<file path="src/rtl/picorv32_dma_if.sv">
// PicoRV32 native memory interface bundle between the DMA initiator and a responder.
interface picorv32_dma_if;
    logic        mem_valid;
    logic        mem_instr;
    logic        mem_ready;
    logic [31:0] mem_addr;
    logic [31:0] mem_wdata;
    logic [3:0]  mem_wstrb;
    logic [31:0] mem_rdata;

    modport master (
        output mem_valid,
        output mem_instr,
        output mem_addr,
        output mem_wdata,
        output mem_wstrb,
        input  mem_ready,
        input  mem_rdata
    );

    modport slave (
        input  mem_valid,
        input  mem_instr,
        input  mem_addr,
        input  mem_wdata,
        input  mem_wstrb,
        output mem_ready,
        output mem_rdata
    );
endinterface

</file>
<file path="src/rtl/picorv32_dma.sv">
// Word-copy DMA engine on the PicoRV32 native memory interface. Each word is one read
// followed by one write, with a single idle cycle after every transaction. All outputs
// are registered; a bus timeout or misaligned start sets a sticky error.
module picorv32_dma #(
    parameter int unsigned TIMEOUT = 255
) (
    input  logic           clk,
    input  logic           resetn,
    input  logic           start,
    input  logic [31:0]    src_addr,
    input  logic [31:0]    dst_addr,
    input  logic [15:0]    word_count,
    output logic           busy,
    output logic           done,
    output logic           error,
    output logic [15:0]    words_done,
    picorv32_dma_if.master mem
);

    // Abort fires on the edge where the wait counter has already seen TIMEOUT-1 stalls.
    localparam logic [15:0] TmoLast = 16'(TIMEOUT - 1);

    typedef enum logic [2:0] {
        StIdle,
        StRdReq,
        StRdGap,
        StWrReq,
        StWrGap
    } state_e;

    state_e      state_q, state_d;
    logic        busy_q, busy_d;
    logic        done_q, done_d;
    logic        error_q, error_d;
    logic [15:0] words_q, words_d;
    logic        valid_q, valid_d;
    logic [31:0] addr_q, addr_d;
    logic [31:0] wdata_q, wdata_d;
    logic [3:0]  wstrb_q, wstrb_d;
    logic [31:0] src_q, src_d;
    logic [31:0] dst_q, dst_d;
    logic [15:0] cnt_q, cnt_d;
    logic [31:0] data_q, data_d;
    logic [15:0] tmo_q, tmo_d;
    logic [15:0] words_inc;
    logic [31:0] word_offset;

    assign words_inc   = words_q + 16'd1;
    assign word_offset = 32'({words_q, 2'b00});

    // State and output registers; reset drops mem_valid asynchronously.
    always_ff @(posedge clk or negedge resetn) begin
        if (!resetn) begin
            state_q <= StIdle;
            busy_q  <= 1'b0;
            done_q  <= 1'b0;
            error_q <= 1'b0;
            words_q <= 16'd0;
            valid_q <= 1'b0;
            addr_q  <= 32'd0;
            wdata_q <= 32'd0;
            wstrb_q <= 4'b0000;
            src_q   <= 32'd0;
            dst_q   <= 32'd0;
            cnt_q   <= 16'd0;
            data_q  <= 32'd0;
            tmo_q   <= 16'd0;
        end else begin
            state_q <= state_d;
            busy_q  <= busy_d;
            done_q  <= done_d;
            error_q <= error_d;
            words_q <= words_d;
            valid_q <= valid_d;
            addr_q  <= addr_d;
            wdata_q <= wdata_d;
            wstrb_q <= wstrb_d;
            src_q   <= src_d;
            dst_q   <= dst_d;
            cnt_q   <= cnt_d;
            data_q  <= data_d;
            tmo_q   <= tmo_d;
        end
    end

    // Next-state and registered-output computation.
    always_comb begin
        state_d = state_q;
        busy_d  = busy_q;
        done_d  = 1'b0;
        error_d = error_q;
        words_d = words_q;
        valid_d = valid_q;
        addr_d  = addr_q;
        wdata_d = wdata_q;
        wstrb_d = wstrb_q;
        src_d   = src_q;
        dst_d   = dst_q;
        cnt_d   = cnt_q;
        data_d  = data_q;
        tmo_d   = tmo_q;

        unique case (state_q)
            StIdle: begin
                if (start) begin
                    if (word_count == 16'd0) begin
                        done_d  = 1'b1;
                        error_d = 1'b0;
                    end else if ((src_addr[1:0] != 2'b00) || (dst_addr[1:0] != 2'b00)) begin
                        done_d  = 1'b1;
                        error_d = 1'b1;
                    end else begin
                        src_d   = src_addr;
                        dst_d   = dst_addr;
                        cnt_d   = word_count;
                        words_d = 16'd0;
                        error_d = 1'b0;
                        busy_d  = 1'b1;
                        valid_d = 1'b1;
                        addr_d  = src_addr;
                        wstrb_d = 4'b0000;
                        tmo_d   = 16'd0;
                        state_d = StRdReq;
                    end
                end
            end

            StRdReq: begin
                if (mem.mem_ready) begin
                    data_d  = mem.mem_rdata;
                    valid_d = 1'b0;
                    state_d = StRdGap;
                end else if (tmo_q == TmoLast) begin
                    valid_d = 1'b0;
                    busy_d  = 1'b0;
                    error_d = 1'b1;
                    done_d  = 1'b1;
                    state_d = StIdle;
                end else begin
                    tmo_d = tmo_q + 16'd1;
                end
            end

            StRdGap: begin
                valid_d = 1'b1;
                addr_d  = dst_q + word_offset;
                wdata_d = data_q;
                wstrb_d = 4'b1111;
                tmo_d   = 16'd0;
                state_d = StWrReq;
            end

            StWrReq: begin
                if (mem.mem_ready) begin
                    words_d = words_inc;
                    valid_d = 1'b0;
                    // Finishing straight into idle lets done appear in the gap cycle, so a
                    // back-to-back start keeps the one-cycle bus gap.
                    if (words_inc == cnt_q) begin
                        busy_d  = 1'b0;
                        done_d  = 1'b1;
                        state_d = StIdle;
                    end else begin
                        state_d = StWrGap;
                    end
                end else if (tmo_q == TmoLast) begin
                    valid_d = 1'b0;
                    busy_d  = 1'b0;
                    error_d = 1'b1;
                    done_d  = 1'b1;
                    state_d = StIdle;
                end else begin
                    tmo_d = tmo_q + 16'd1;
                end
            end

            StWrGap: begin
                valid_d = 1'b1;
                addr_d  = src_q + word_offset;
                wstrb_d = 4'b0000;
                tmo_d   = 16'd0;
                state_d = StRdReq;
            end

            default: begin
                valid_d = 1'b0;
                busy_d  = 1'b0;
                state_d = StIdle;
            end
        endcase
    end

    assign busy          = busy_q;
    assign done          = done_q;
    assign error         = error_q;
    assign words_done    = words_q;
    assign mem.mem_valid = valid_q;
    assign mem.mem_instr = 1'b0;
    assign mem.mem_addr  = addr_q;
    assign mem.mem_wdata = wdata_q;
    assign mem.mem_wstrb = wstrb_q;

endmodule

</file>
<file path="src/flat_wrapper.sv">
// flat-port wrapper written by rule: the top's interface ports become plain ports
module picorv32_dma_flat 
#(
    parameter int unsigned TIMEOUT = 255
)
  (clk, resetn, start, src_addr, dst_addr, word_count, busy, done, error, words_done, mem_mem_valid, mem_mem_instr, mem_mem_addr, mem_mem_wdata, mem_mem_wstrb, mem_mem_ready, mem_mem_rdata);
  picorv32_dma_if mem_i ();
  input  logic clk;
  input  logic resetn;
  input  logic start;
  input  logic [31:0] src_addr;
  input  logic [31:0] dst_addr;
  input  logic [15:0] word_count;
  output logic busy;
  output logic done;
  output logic error;
  output logic [15:0] words_done;
  output wire logic [$bits(mem_i.mem_valid)-1:0] mem_mem_valid;
  output wire logic [$bits(mem_i.mem_instr)-1:0] mem_mem_instr;
  output wire logic [$bits(mem_i.mem_addr)-1:0] mem_mem_addr;
  output wire logic [$bits(mem_i.mem_wdata)-1:0] mem_mem_wdata;
  output wire logic [$bits(mem_i.mem_wstrb)-1:0] mem_mem_wstrb;
  input wire logic [$bits(mem_i.mem_ready)-1:0] mem_mem_ready;
  input wire logic [$bits(mem_i.mem_rdata)-1:0] mem_mem_rdata;
  assign mem_mem_valid = mem_i.mem_valid;
  assign mem_mem_instr = mem_i.mem_instr;
  assign mem_mem_addr = mem_i.mem_addr;
  assign mem_mem_wdata = mem_i.mem_wdata;
  assign mem_mem_wstrb = mem_i.mem_wstrb;
  assign mem_i.mem_ready = mem_mem_ready;
  assign mem_i.mem_rdata = mem_mem_rdata;
  picorv32_dma #(.TIMEOUT(TIMEOUT)) u_core (.clk(clk), .resetn(resetn), .start(start), .src_addr(src_addr), .dst_addr(dst_addr), .word_count(word_count), .busy(busy), .done(done), .error(error), .words_done(words_done), .mem(mem_i));
endmodule
</file>
<file path="config.mk">
export PLATFORM = sky130hd
export DESIGN_NAME = picorv32_dma_flat
export DESIGN_NICKNAME = d
export VERILOG_FILES = /design/src/rtl/picorv32_dma_if.sv /design/src/rtl/picorv32_dma.sv /design/src/flat_wrapper.sv
export SDC_FILE = /design/constraint.sdc
export NUM_CORES = 1
export LEC_CHECK = 0
export ABC_AREA = 1
export BUFFER_PORTS_ARGS = -buffer_cell sky130_fd_sc_hd__buf_2
export CAP_MARGIN = 30
export CORE_MARGIN = 3
export CORE_UTILIZATION = 31
export DETAILED_ROUTE_END_ITERATION = 10
export SKIP_CTS_REPAIR_TIMING = 1
export SYNTH_ARGS = -nofsm -noshare
export SYNTH_HDL_FRONTEND = slang
export SYNTH_SLANG_ARGS = --single-unit
</file>
<file path="constraint.sdc">
create_clock -name clk -period 7.6 [get_ports clk]
set_clock_uncertainty 0.1 [all_clocks]
set_input_delay 1.14 -clock clk [delete_from_list [all_inputs] [get_ports clk]]
set_output_delay 1.14 -clock clk [all_outputs]
set_load 0.01 [all_outputs]
</file>
==> results of run 1 <==
[routing by layer]
metal	GRT usage, %	vias to the layer above	share of wire [%]
met5	0	-	0
li1	-	5055	-
met1	22.4	4781	44
met2	29.0	261	47
met4	3.93	0	2.1
met3	3.82	44	6.3
[cell type report]
| cell class | instances | area [µm²] |
|---|---|---|
| fillers | 3762 | 22000 |
| flip-flops and latches | 216 | 5410 |
| multi-input cells | 1052 | 5080 |
| repair buffers | 213 | 1140 |
| clock buffers | 35 | 776 |
| inverters | 155 | 582 |
| well taps | 461 | 577 |
| clock inverters | 14 | 184 |
[cells in the mapped netlist, types with 8 or more instances]
library cell / n / area share, %
a21boi_1: 8 / 0.53
nor2_1: 110 / 3.6
dfrtp_1: 216 / 48
ha_1: 23 / 2.5
inv_1: 143 / 4.7
buf_4: 9 / 0.60
o21ai_0: 74 / 3.3
nand3_1: 70 / 3.1
o21ai_1: 12 / 0.53
clkbuf_1: 23 / 0.76
xor2_1: 8 / 0.62
buf_2: 15 / 0.66
a21oi_1: 45 / 2.0
nand4_1: 16 / 0.88
nand2_1: 566 / 19
nand3b_1: 9 / 0.60
inv_2: 12 / 0.40
mux2_2: 22 / 2.2
o22ai_1: 22 / 1.2
nor3_1: 8 / 0.35
[report_power, final]
part,internal [mW],switching (mW),leakage [nW]
Sequential,1.60,0.265,2.75
Combinational,0.706,1.26,4.11
Clock,0.854,0.525,0.477
Total,3.16,2.05,7.34
[flip-flops by register name, summed over array words and instances (netlist names)]
name / flops
u_core.words_done: 16
u_core.tmo_q: 16
u_core.dst_q: 32
u_core.mem.mem_wstrb: 1
u_core.busy: 1
u_core.cnt_q: 16
u_core.done: 1
u_core.data_q: 32
u_core.src_q: 32
u_core.mem.mem_valid: 1
u_core.mem.mem_addr: 32
u_core.mem.mem_wdata: 32
u_core.state_q: 3
u_core.error: 1
[critical path, cell delays in order (launching register included)]
cell	delay, ns
dfrtp_1	0.48
nand2_2	0.11
buf_4	0.40
inv_2	0.35
nand2_1	0.13
nand2_1	0.06
ha_1	0.20
fa_1	0.39
nand2_1	0.07
inv_1	0.05
nand2_1	0.05
nand2_1	0.08
inv_1	0.09
o21bai_1	0.13
inv_1	0.08
o21bai_1	0.07
or2_2	0.27
nand3_1	0.06
o21ai_0	0.10
nand2_1	0.08
nand2_1	0.07
[through the flow]
| stage | hold WS (ns) | util, % | area (µm²) | instances |
|---|---|---|---|---|
| floorplan | 0.336 | - | 11300 | 1475 |
| global placement | 0.349 | 35.6 | 12700 | 2094 |
| detailed placement | 0.354 | 35.8 | 12800 | 2097 |
| CTS | 0.368 | 38.4 | 13700 | 2146 |
| global route | 0.389 | 38.4 | 13700 | 2146 |
| finish | 0.365 | 38.4 | 13700 | 2146 |
[worst min path at each step]
| stage | end | slack [ns] | cells after the start |
|---|---|---|---|
| floorplan | u_core.dst_q[0] | 0.34 | 2 |
| global placement | u_core.src_q[1] | 0.35 | 2 |
| detailed placement | u_core.mem.mem_wdata[28] | 0.35 | 2 |
| CTS | u_core.mem.mem_wdata[28] | 0.37 | 2 |
| global route | u_core.data_q[2] | 0.39 | 2 |
| finish | u_core.mem.mem_wdata[28] | 0.37 | 2 |
[logic make-up (layout without fill, tap and decap cells)]
group           after synthesis  after routing  synth area share [%]
other cells                   1              1                0.0331
flops                       216            216                  47.8
mux                          25             25                  2.49
fa+ha+maj                    24             24                  2.72
buf+inv                     207            417                  7.53
simple gates                804            804                  29.0
xor+xnor                     13             13                  1.14
compound gates              185            185                  9.33
==> impl_metrics.ini, run 1 <==
[status]
status = finished, final reports clean

[global_route]
grt_pass1_wl_um = 53400
grt_pass1_vias = 10100
grt_start_max_net_pins = 123
antenna_found_initial = 0
grt_remaining_overflow = 0
grtUsageTotal_pct = 17.1

[critical_path]
r2r_end = u_core.mem.mem_addr[12]
reg2regPathDepth = 20
cp-start-kind = register
crit_end = u_core.mem.mem_addr[12]
cp-startpoint = u_core.state_q[2]
r2r_slack_ns = 4.01
crit_type = register to register
required_ns = 7.92
path_max_fanout = 41
r2r_start = u_core.state_q[2]
arrival_ns = 3.90
cp-end-kind = register

[route]
wl_per_cell_um = 15.4
drc = 0
via_count = 10100
firstDrtPassIters = 5
avgViaCountPerCell = 4.73
routed_wl_um = 33100
drt_iter0_markers = 581
postRouteAntennaNets = 0

[layout]
fin_nets = 1805
layout_commonest_cell = nand2_1
n_antenna_cell = 0
drive_above_1_share_pct = 19.1
syn_to_final_growth_pct = 21.4
final_cell_mix = nand2_1 (566), dfrtp_1 (216), buf_2 (202)

[worst_hold_path]
min_from = u_core.mem.mem_wdata[28]
min_path_type = register to register

[placement]
dp_hpwl_um = 23900
gp_routability_congestion = 0.864
port_buffers = 203
pre_cts_ws_ns = 3.79

[cts]
cts_tree = done
path_clk_slew_ns = 0.06
numCtsBuffers = 27
cts_max_path_buffers = 3
cts.sinks = 216
cts_max_level = 1
clock-root-buffer = clkbuf_16
clock_latency_ns = 0.54

[floorplanning]
dieArea_um2 = 38800
dieWidth_um = 197
start_util_pct = 31.7
core.rowCount = 69
io_pins = 205
die_h_um = 197
core_area_um2 = 35700

[sta]
worstMarginPinSlew_ns = 1.01
period_needed_ns = 3.59
slew_violations = 0
tns_ns = 0
fin_crit_sh_pct = 47.2
max_freq_mhz = 279
hold_viol_final = 0
setup_viol = 0
setup_ws_ns = 4.01
slew_headroom_pct = 32.6
rsz0062_at_grt = no

[yosys]
synth-async-reset-ratio_pct = 100
ys_warn_count = 0
synth_flop_cell = dfrtp_1
syn_area_um2 = 11300
ys_seq_area_share_pct = 47.8
synth_cells = 1475
avgSynthCellArea_um2 = 7.67
syn-num-nets = 1615
synth_seq_cells = 216
ys_types = 48
synth_edf_count = 0

[power]
p_leak_nw = 7.34
power.total_mw = 5.21
ir_drop_mv = 0.222
pwr_density_cell_nw_per_um2 = 379

[job]
drv_cap = 0
No activity file was read; power rests on OpenSTA's default activity.
==> run 2: changes to the inputs <==
--- a/config.mk
+++ b/config.mk
@@ -5,7 +5,7 @@
 export SDC_FILE = /design/constraint.sdc
 export NUM_CORES = 1
 export LEC_CHECK = 0
-export ABC_AREA = 1
+export ABC_AREA = 0
 export BUFFER_PORTS_ARGS = -buffer_cell sky130_fd_sc_hd__buf_2
 export CAP_MARGIN = 30
 export CORE_MARGIN = 3
==> constraint.sdc (replaced) <==
create_clock -name clk -period 3 [get_ports clk]
set_clock_uncertainty 0.1 [all_clocks]
set_input_delay 0.45 -clock clk [delete_from_list [all_inputs] [get_ports clk]]
set_output_delay 0.45 -clock clk [all_outputs]
set_load 0.01 [all_outputs]
==> run 2 against run 1 <==
Compared with the run above: the run now ends with setup timing left; non-clock buffer count up 69; wire length down 0.91%; via count down 7.7%; flip-flop and latch count unchanged; hold slack worse by 0.35 ns; synthesized cell count down 21%; final cell count down 12%; fmax up 15%; clock-buffer cell count down 1; critical path depth down 6; combinational power rose to 2.6 times the previous value; global-route usage down 0.41 points; largest power group unchanged.
==> impl_metrics.ini, run 2 <==
[status]
status = complete, but fails checks
violations = setup timing

[route]
drt_iter0_markers = 405
firstDrtPassIters = 5
postRouteAntennaNets = 0
wl_per_cell_um = 17.4
routed_wl_um = 32800
drc = 0
via_count = 9356
avgViaCountPerCell = 4.95

[cts]
path_clk_slew_ns = 0.06
clock_latency_ns = 0.53
cts_max_level = 1
numCtsBuffers = 26
cts.sinks = 216
clock-root-buffer = clkbuf_16
cts_max_path_buffers = 3
cts_tree = done

[yosys]
synthTopCellsByArea = dfrtp_1 (49%), nand2_1 (11%), mux2_2 (6.6%), ha_1 (2.6%), xnor2_1 (2.3%)
synth_flop_cell = dfrtp_1
synthTopCellsByCount = nand2_1 (334), dfrtp_1 (216), mux2_2 (64)
syn-num-nets = 1307
synth-async-reset-ratio_pct = 100
avgSynthCellArea_um2 = 9.43
synth_top_area_share_pct = 49.1
ys_types = 68
ys_seq_area_share_pct = 49.1
synth_edf_count = 0
syn_area_um2 = 11000
synth_seq_cells = 216
ys_warn_count = 0
synth_cells = 1167
synth_area_leader_cell = dfrtp_1
synth_most_common_cell = nand2_1

[layout]
drive_above_1_share_pct = 32.4
final_cell_mix = nand2_1 (324), dfrtp_1 (216), buf_2 (202)
syn_to_final_growth_pct = 30.4
final_util_pct = 41.2
layout_commonest_cell = nand2_1
fin_nets = 1555

[placement]
dp_hpwl_um = 23900
port_buffers = 203
gp_routability_congestion = 0.880

[floorplanning]
dieWidth_um = 194
start_util_pct = 31.6
io_pins = 205
core_area_um2 = 34800
dieArea_um2 = 37800
core.rowCount = 68
die_h_um = 194

[global_route]
grt_pass1_vias = 9471
grt_start_max_net_pins = 84
grt_remaining_overflow = 0
antenna_found_initial = 9
grt_pass1_wl_um = 52000
grtUsageTotal_pct = 16.7

[power]
pwr_density_cell_nw_per_um2 = 938
ir_drop_mv = 0.521
p_leak_nw = 6.78
power.total_mw = 13.5

[sta]
worstMarginPinSlew_ns = 0.725
max_freq_mhz = 321
fin_crit_sh_pct = 104
hold_viol_final = 0
setup_ws_ns = -0.115
slew_headroom_pct = 51.7
period_needed_ns = 3.12
setup_viol = 4
rsz0062_at_grt = yes
slew_violations = 0
hold_ws_ns = 0.0110

[critical_path]
arrival_ns = 3.47
r2r_slack_ns = -0.12
r2r_start = u_core.state_q[1]
required_ns = 3.35
path_max_fanout = 7
crit_type = register to register
cp-start-kind = register
cp-startpoint = u_core.state_q[1]
cp-end-kind = register

[worst_hold_path]
min_from = dst_addr[10]
min_path_type = input port to register

[job]
drv_cap = 0
==> run 2: cell count changes in the layout (fill, tap and decap cells not counted), moves of 13 or more <==
cell,delta
mux2i_1,+13
nand2_1,-242
buf_4,+51
a31oi_1,+13
inv_1,-133
xnor2_1,+25
o21ai_0,-45
o211ai_1,+13
o21ai_1,+14
o22ai_1,-21
xor2_1,+14
mux2_2,+42
nor2_1,-48
nand3_1,-46
==> run 2: final cells by class <==
type / count / area (µm²)
Clock buffer: 34 / 752
Fill cell: 3472 / 20400
Multi-Input combinational cell: 878 / 5610
Clock inverter: 12 / 193
Inverter: 11 / 41.3
Tap cell: 455 / 569
Timing Repair Buffer: 282 / 1770
Sequential cell: 216 / 5410
Antenna cell: 1 / 2.50
==> run 2: worst max-delay path, cell delays in order (launching register included) <==
cell and delay, ns:
dfrtp_1 0.41, or3b_4 0.44, buf_6 0.14, nand2_2 0.06, nand2_2 0.06, ha_4 0.17, fa_2 0.41, nand3_4 0.10
a2111oi_4 0.07, o21ai_2 0.15, a21oi_2 0.10, buf_6 0.13, or2_4 0.21, a221o_1 0.31, a31oi_1 0.16
==> run 2: final timing paths <==
kind / endpoint / depth (start not counted)
max: u_core.mem.mem_addr[20] / 14
min reg2reg: u_core.src_q[18] / 1
max in group asynchronous: u_core.mem.mem_addr[13] / 3
min: u_core.dst_q[10] / 3
min in group asynchronous: u_core.cnt_q[5] / 2
max reg2reg: u_core.mem.mem_addr[20] / 14
==> run 2: metrics by stage <==
step / area (µm²) / setup TNS, ns / worst slack [ns] / instances
CTS: 14000 / -1.53 / -0.229 / 1877
floorplan: 11100 / -4.51 / -0.407 / 1167
global route: 14300 / -1.68 / -0.228 / 1888
global placement: 13000 / -0.930 / -0.146 / 1829
finish: 14400 / -0.155 / -0.115 / 1889
detailed placement: 13000 / -1.12 / -0.207 / 1831
==> run 2: cells by family after synthesis <==
logic type | after synthesis | share of synthesized area [%]
buffers and inverters | 73 | 2.99
other | 1 | 0.0341
DFF | 216 | 49.1
xor gates and xnor gates | 51 | 4.06
AOI/OAI and AO/OA | 192 | 11.1
muxes | 78 | 7.86
and+or+nand+nor | 532 | 22.0
adders and majority gates | 24 | 2.80
==> run 2: where the power goes <==
group / total [mW] / leakage, nW / internal [mW] / switching [mW]
logic: 5.07 / 3.58 / 2.35 / 2.72
clock network: 3.44 / 0.470 / 2.19 / 1.26
registers: 4.95 / 2.73 / 4.10 / 0.841
total: 13.5 / 6.78 / 8.64 / 4.82
==> run 2: per-layer routing <==
layer / GRT usage (%) / vias to the layer above / routed length [µm]
met3: 4.32 / 55 / 1980
met1: 21.7 / 4562 / 14600
met2: 28.1 / 216 / 15400
met5: 0 / - / 92
met4: 3.70 / 14 / 792
li1: - / 4509 / -
